$ cat src/rtl/alu_pkg.sv
// Shared ALU definitions: control codes, datapath widths and the issued-operation record.
package alu_pkg;

    localparam int DATA_W  = 32;
    localparam int SHAMT_W = 5;
    localparam int CTRL_W  = 4;

    localparam logic [CTRL_W-1:0] ALU_AND  = 4'b0000;
    localparam logic [CTRL_W-1:0] ALU_OR   = 4'b0001;
    localparam logic [CTRL_W-1:0] ALU_ADD  = 4'b0010;
    localparam logic [CTRL_W-1:0] ALU_SLL  = 4'b0011;
    localparam logic [CTRL_W-1:0] ALU_SRL  = 4'b0100;
    localparam logic [CTRL_W-1:0] ALU_SRA  = 4'b0101;
    localparam logic [CTRL_W-1:0] ALU_SUB  = 4'b0110;
    localparam logic [CTRL_W-1:0] ALU_SLT  = 4'b0111;
    localparam logic [CTRL_W-1:0] ALU_XOR  = 4'b1010;
    localparam logic [CTRL_W-1:0] ALU_NOR  = 4'b1011;
    localparam logic [CTRL_W-1:0] ALU_IDLE = 4'b1111;

    typedef struct packed {
        logic [DATA_W-1:0]  a;
        logic [DATA_W-1:0]  b;
        logic [CTRL_W-1:0]  ctrl;
        logic [SHAMT_W-1:0] shamt;
    } alu_op_t;

endpackage

$ cat src/rtl/rr_arbiter.sv
// Round-robin arbiter: the first set request at or after ptr (wrapping) wins.
module rr_arbiter #(
    parameter int N  = 4,
    parameter int IW = $clog2(N)
) (
    input  logic [N-1:0]  req,
    input  logic [IW-1:0] ptr,
    output logic [N-1:0]  gnt,
    output logic [IW-1:0] gnt_idx,
    output logic          any
);

    int idx;

    // Scan offsets from highest to lowest so the smallest offset from ptr is written last.
    always_comb begin
        gnt_idx = '0;
        any     = 1'b0;
        idx     = 0;
        for (int i = N - 1; i >= 0; i--) begin
            idx = int'(ptr) + i;
            if (idx >= N) begin
                idx = idx - N;
            end
            if (req[idx]) begin
                gnt_idx = IW'(idx);
                any     = 1'b1;
            end
        end
    end

    for (genvar gi = 0; gi < N; gi++) begin : g_gnt
        assign gnt[gi] = any && (gnt_idx == IW'(gi));
    end

endmodule

$ cat src/rtl/alu_share_arbiter.sv
// Shares one ALU between NREQ requesters: round-robin accept into an issue register,
// ALU outputs captured into a tagged response register one cycle later.
module alu_share_arbiter
    import alu_pkg::*;
#(
    parameter int NREQ = 4,
    parameter int IDW  = $clog2(NREQ)
) (
    input  logic                      clk,
    input  logic                      rst,
    input  logic [NREQ-1:0]           req_valid,
    output logic [NREQ-1:0]           req_ready,
    input  logic [NREQ*DATA_W-1:0]    req_a,
    input  logic [NREQ*DATA_W-1:0]    req_b,
    input  logic [NREQ*CTRL_W-1:0]    req_ctrl,
    input  logic [NREQ*SHAMT_W-1:0]   req_shamt,
    output logic [DATA_W-1:0]         alu_a,
    output logic [DATA_W-1:0]         alu_b,
    output logic [CTRL_W-1:0]         alu_ctrl,
    output logic [SHAMT_W-1:0]        alu_shamt,
    input  logic [DATA_W-1:0]         alu_result,
    input  logic                      alu_zero,
    input  logic                      alu_overflow,
    output logic [NREQ-1:0]           rsp_valid,
    input  logic [NREQ-1:0]           rsp_ready,
    output logic [IDW-1:0]            rsp_id,
    output logic [DATA_W-1:0]         rsp_result,
    output logic                      rsp_zero,
    output logic                      rsp_overflow
);

    alu_op_t             req_ops [NREQ];
    logic [NREQ-1:0]     gnt;
    logic [IDW-1:0]      gnt_idx;
    logic                any;

    logic [IDW-1:0]      rr_ptr_reg;
    logic                iss_v_reg;
    alu_op_t             iss_op_reg;
    logic [IDW-1:0]      iss_id_reg;
    logic                rsp_v_reg;
    logic [DATA_W-1:0]   rsp_result_reg;
    logic                rsp_zero_reg;
    logic                rsp_overflow_reg;
    logic [IDW-1:0]      rsp_id_reg;

    logic                rsp_fire;
    logic                rsp_free;
    logic                iss_adv;
    logic                iss_free;
    logic                accept;

    for (genvar gi = 0; gi < NREQ; gi++) begin : g_unpack
        assign req_ops[gi] = '{
            a:     req_a[gi*DATA_W +: DATA_W],
            b:     req_b[gi*DATA_W +: DATA_W],
            ctrl:  req_ctrl[gi*CTRL_W +: CTRL_W],
            shamt: req_shamt[gi*SHAMT_W +: SHAMT_W]
        };
    end

    rr_arbiter #(
        .N  (NREQ),
        .IW (IDW)
    ) u_arb (
        .req     (req_valid),
        .ptr     (rr_ptr_reg),
        .gnt     (gnt),
        .gnt_idx (gnt_idx),
        .any     (any)
    );

    // Ready is derived from valid and pipeline state only, never from ready itself.
    assign rsp_fire  = rsp_v_reg & rsp_ready[rsp_id_reg];
    assign rsp_free  = ~rsp_v_reg | rsp_fire;
    assign iss_adv   = iss_v_reg & rsp_free;
    assign iss_free  = ~iss_v_reg | iss_adv;
    assign accept    = any & iss_free & ~rst;
    assign req_ready = accept ? gnt : '0;

    always_ff @(posedge clk or posedge rst) begin
        if (rst) begin
            rr_ptr_reg <= '0;
            iss_v_reg  <= 1'b0;
            iss_op_reg <= '0;
            iss_id_reg <= '0;
        end else begin
            if (accept) begin
                iss_v_reg  <= 1'b1;
                iss_op_reg <= req_ops[gnt_idx];
                iss_id_reg <= gnt_idx;
                rr_ptr_reg <= (gnt_idx == IDW'(NREQ - 1)) ? '0 : gnt_idx + IDW'(1);
            end else if (iss_adv) begin
                iss_v_reg <= 1'b0;
            end
        end
    end

    always_ff @(posedge clk or posedge rst) begin
        if (rst) begin
            rsp_v_reg        <= 1'b0;
            rsp_result_reg   <= '0;
            rsp_zero_reg     <= 1'b0;
            rsp_overflow_reg <= 1'b0;
            rsp_id_reg       <= '0;
        end else begin
            if (iss_adv) begin
                rsp_v_reg        <= 1'b1;
                rsp_result_reg   <= alu_result;
                rsp_zero_reg     <= alu_zero;
                rsp_overflow_reg <= alu_overflow;
                rsp_id_reg       <= iss_id_reg;
            end else if (rsp_fire) begin
                rsp_v_reg <= 1'b0;
            end
        end
    end

    assign alu_a     = iss_op_reg.a;
    assign alu_b     = iss_op_reg.b;
    assign alu_shamt = iss_op_reg.shamt;
    assign alu_ctrl  = iss_v_reg ? iss_op_reg.ctrl : ALU_IDLE;

    for (genvar gi = 0; gi < NREQ; gi++) begin : g_rsp_valid
        assign rsp_valid[gi] = rsp_v_reg && (rsp_id_reg == IDW'(gi));
    end

    assign rsp_id       = rsp_id_reg;
    assign rsp_result   = rsp_result_reg;
    assign rsp_zero     = rsp_zero_reg;
    assign rsp_overflow = rsp_overflow_reg;

endmodule

$ cat config.mk
export PLATFORM = sky130hd
export DESIGN_NAME = alu_share_arbiter
export DESIGN_NICKNAME = d
export VERILOG_FILES = /design/src/rtl/alu_pkg.sv /design/src/rtl/rr_arbiter.sv /design/src/rtl/alu_share_arbiter.sv
export SDC_FILE = /design/constraint.sdc
export NUM_CORES = 1
export LEC_CHECK = 0
export ABC_AREA = 1
export ABC_CLOCK_PERIOD_IN_PS = 7500
export CORE_AREA = 2 2 175 177
export CTS_CLUSTER_DIAMETER = 40
export DETAILED_ROUTE_END_ITERATION = 16
export DIE_AREA = 0 0 177 179
export GPL_TIMING_DRIVEN = 0
export SLEW_MARGIN = 20
export SYNTH_ARGS = -nofsm -noshare
export SYNTH_HDL_FRONTEND = slang
export SYNTH_SLANG_ARGS = --single-unit
$ cat constraint.sdc
create_clock -name clk -period 7.5 [get_ports clk]
set_input_delay 1.5 -clock clk [delete_from_list [all_inputs] [get_ports clk]]
set_output_delay 1.5 -clock clk [all_outputs]
set_load 0.005 [all_outputs]
==> results.json <==
{
  "arrival_ns": 4.35,
  "synth_top_area_share_pct": 32.2,
  "period_share_pct": 78.0,
  "fin_util_pct": 48.4,
  "dpl_cell_area_mm2": 0.0140,
  "fin_tns_setup_ns": 0,
  "finalClockSkew_ns": 0.0144,
  "grt_pass1_wl_mm": 55.8,
  "synthTopCellsByCount": "nand2_1, inv_1, nand3_1",
  "rows": 64,
  "synth.distinct_cells": 25,
  "synth_top_area_cell": "dfrtp_1",
  "whs_path_depth": 2,
  "grt_max_degree": 74,
  "power.switching_uw": 3240,
  "synth_seq_area_share_pct": 32.2,
  "pre_cts_ws_ns": 1.57,
  "gp_congestion": 0.887,
  "outcome": "completed",
  "clk_latency_ns": 0.43,
  "area_delta_synth_final_pct": 62.7,
  "tightest_slew_ns": 0.562,
  "r2r_cells": 13,
  "synthesis.nets": 1757,
  "setup_violations": 0,
  "die_area_mm2": 0.0317,
  "hpwl_mm": 29.6,
  "power_leakage_uw": 0.00788,
  "drt-total-wl_mm": 37.7,
  "first_pass_iters": 7,
  "post-route-min-period_ns": 5.85,
  "num-fill-cells": 3123,
  "grt_pass1_vias": 9806,
  "p_per_area_mw_per_mm2": 465,
  "ir_drop_uv": 180,
  "netlist_instances": 1420,
  "netlist_area_mm2": 0.00892,
  "ctsRootBufferMaster": "clkbuf_16",
  "cts.clk_slew.worst_paths_ns": 0.05,
  "vias": 10300,
  "cts_tree": "yes",
  "core_area_mm2": 0.0300,
  "cap_violations": 0,
  "holdCritPathClass": "reg -> reg",
  "track_usage_pct": 23.3,
  "cts.sinks": 115,
  "seq_area_mm2": 0.00288,
  "fin_ws_ns": 1.65,
  "wl_per_cell_um": 16.4,
  "async_flop_share_pct": 100,
  "path_class": "in -> out",
  "ant_nets": 0,
  "vias_per_cell": 4.46,
  "required_ns": 6.00,
  "critPathLaunchType": "input port",
  "ys.warnings.count": 0,
  "p_seq_share_pct": 16.5,
  "crit_path_end_kind": "output port",
  "cp_max_fo": 73,
  "reg2reg_setup_slack_ns": 5.16,
  "io-pin-count": 453,
  "grt.overflow.total": 0,
  "p_clk_share_pct": 11.4,
  "drt-initial-drc-count": 719,
  "drc": 0,
  "synthTopCellsByArea": "dfrtp_1, nand2_1, nand3_1, inv_1, buf_4",
  "grt_antenna_before_repair": 2,
  "nets": 2229,
  "cts_buffers": 17,
  "p_sw_share_pct": 47.9,
  "avgSynthCellArea_um2": 6.28,
  "cts-hold-fix-buffers": 0,
  "pwr-share-comb_pct": 72.1,
  "stdcell_area_mm2": 0.0145,
  "io_buffers": 452,
  "cts_buffer_depth": 2,
  "p_int_uw": 3520,
  "fmax_ghz": 0.171,
  "post-synth-top-count-cell": "nand2_1",
  "hold_viol": 0,
  "postCtsSetupBuffers": 0,
  "synth_seq_cells": 115,
  "synth_edf_count": 0,
  "chipHeight_um": 179,
  "drive_gt1_share_pct": 11.9,
  "cts_htree_levels": 4,
  "multi_input_area_mm2": 0.00385,
  "maxSlewViolCount": 0,
  "relSlewSlack_pct": 62.6,
  "chipWidth_um": 177,
  "initial_core_util_pct": 29.7,
  "rsz0062_at_grt": "no",
  "ys.flop_type": "dfrtp_1",
  "ctsResizeCount": 0
}
cells in the final DEF, fill, tap and decap left out, types with 8 or more instances in the layout:
master / count
buf_2: 54
nand3_1: 302
mux2_2: 34
clkdlybuf4s50_1: 452
buf_4: 75
dfrtp_1: 115
nor2_1: 9
inv_1: 303
buf_1: 8
clkbuf_16: 17
nand2_1: 471
buf_6: 13
logic make-up (layout without fill, tap and decap cells):
family | count (synthesis) | count (layout) | synth area share [%]
AOI/OAI and AO/OA | 9 | 9 | 0.603
adders and majority gates | 1 | 1 | 0.140
buffers and inverters | 464 | 949 | 24.6
DFF | 115 | 115 | 32.2
muxes | 34 | 34 | 4.29
other | 0 | 2 | 0
and+or+nand+nor | 797 | 797 | 38.2
metal layers:
layer	track usage, %	up-vias	part of all wire (%)	routed length (um)
li1	-	5136	-	-
met1	29.3	4723	42	15800
met2	40.5	375	50	18800
met3	3.94	42	5.9	2240
met4	7.20	0	2.2	824
met5	0	-	0	0
critical path, stage by stage:
cell and delay (ns):
clkdlybuf4s50_1 0.47, inv_6 0.34, buf_16 0.37, nand2_1 0.17
nor2_4 0.33, inv_2 0.07, clkbuf_1 0.26, nor3_1 0.20
clkdlybuf4s50_1 0.58
metrics by stage:
stage,cells,hold WS (ns),power (uW)
global placement,2268,0.456,5970
global route,2303,0.500,7380
floorplan,1420,0.441,4090
CTS,2301,0.478,6820
finish,2303,0.478,6750
detailed placement,2269,0.462,6020
layout make-up:
class / instances / area share [%]
Buffer: 154 / 7.06
Multi-Input combinational cell: 841 / 26.5
Timing Repair Buffer: 453 / 31.3
Antenna cell: 2 / 0.0345
Sequential cell: 115 / 19.8
Clock buffer: 18 / 3.02
Tap cell: 396 / 3.41
Clock inverter: 14 / 0.706
Inverter: 310 / 8.06
power groups by stage:
| stage | Clock (uW) | Combinational (uW) | Sequential (uW) |
|---|---|---|---|
| 2_1_floorplan | 0 | 2990 | 1100 |
| 3_3_place_gp | 0 | 4860 | 1110 |
| 3_5_place_dp | 0 | 4900 | 1120 |
| 4_1_cts | 788 | 4920 | 1110 |
| 5_1_grt | 821 | 5410 | 1150 |
| 6_report | 770 | 4870 | 1110 |
final timing paths:
check / from / to
max: rst / req_ready[1]
min: alu_a[2]$_DFFE_PP0P_ / alu_a[2]$_DFFE_PP0P_
max reg2reg: rr_ptr_reg[0]$_DFFE_PP0P_ / alu_b[14]$_DFFE_PP0P_
min reg2reg: alu_a[2]$_DFFE_PP0P_ / alu_a[2]$_DFFE_PP0P_
max in group asynchronous: rst / iss_id_reg[0]$_DFFE_PP0P_
min in group asynchronous: rst / rsp_result[8]$_DFFE_PP0P_
Note: power is estimated with default switching activity, not from simulation.
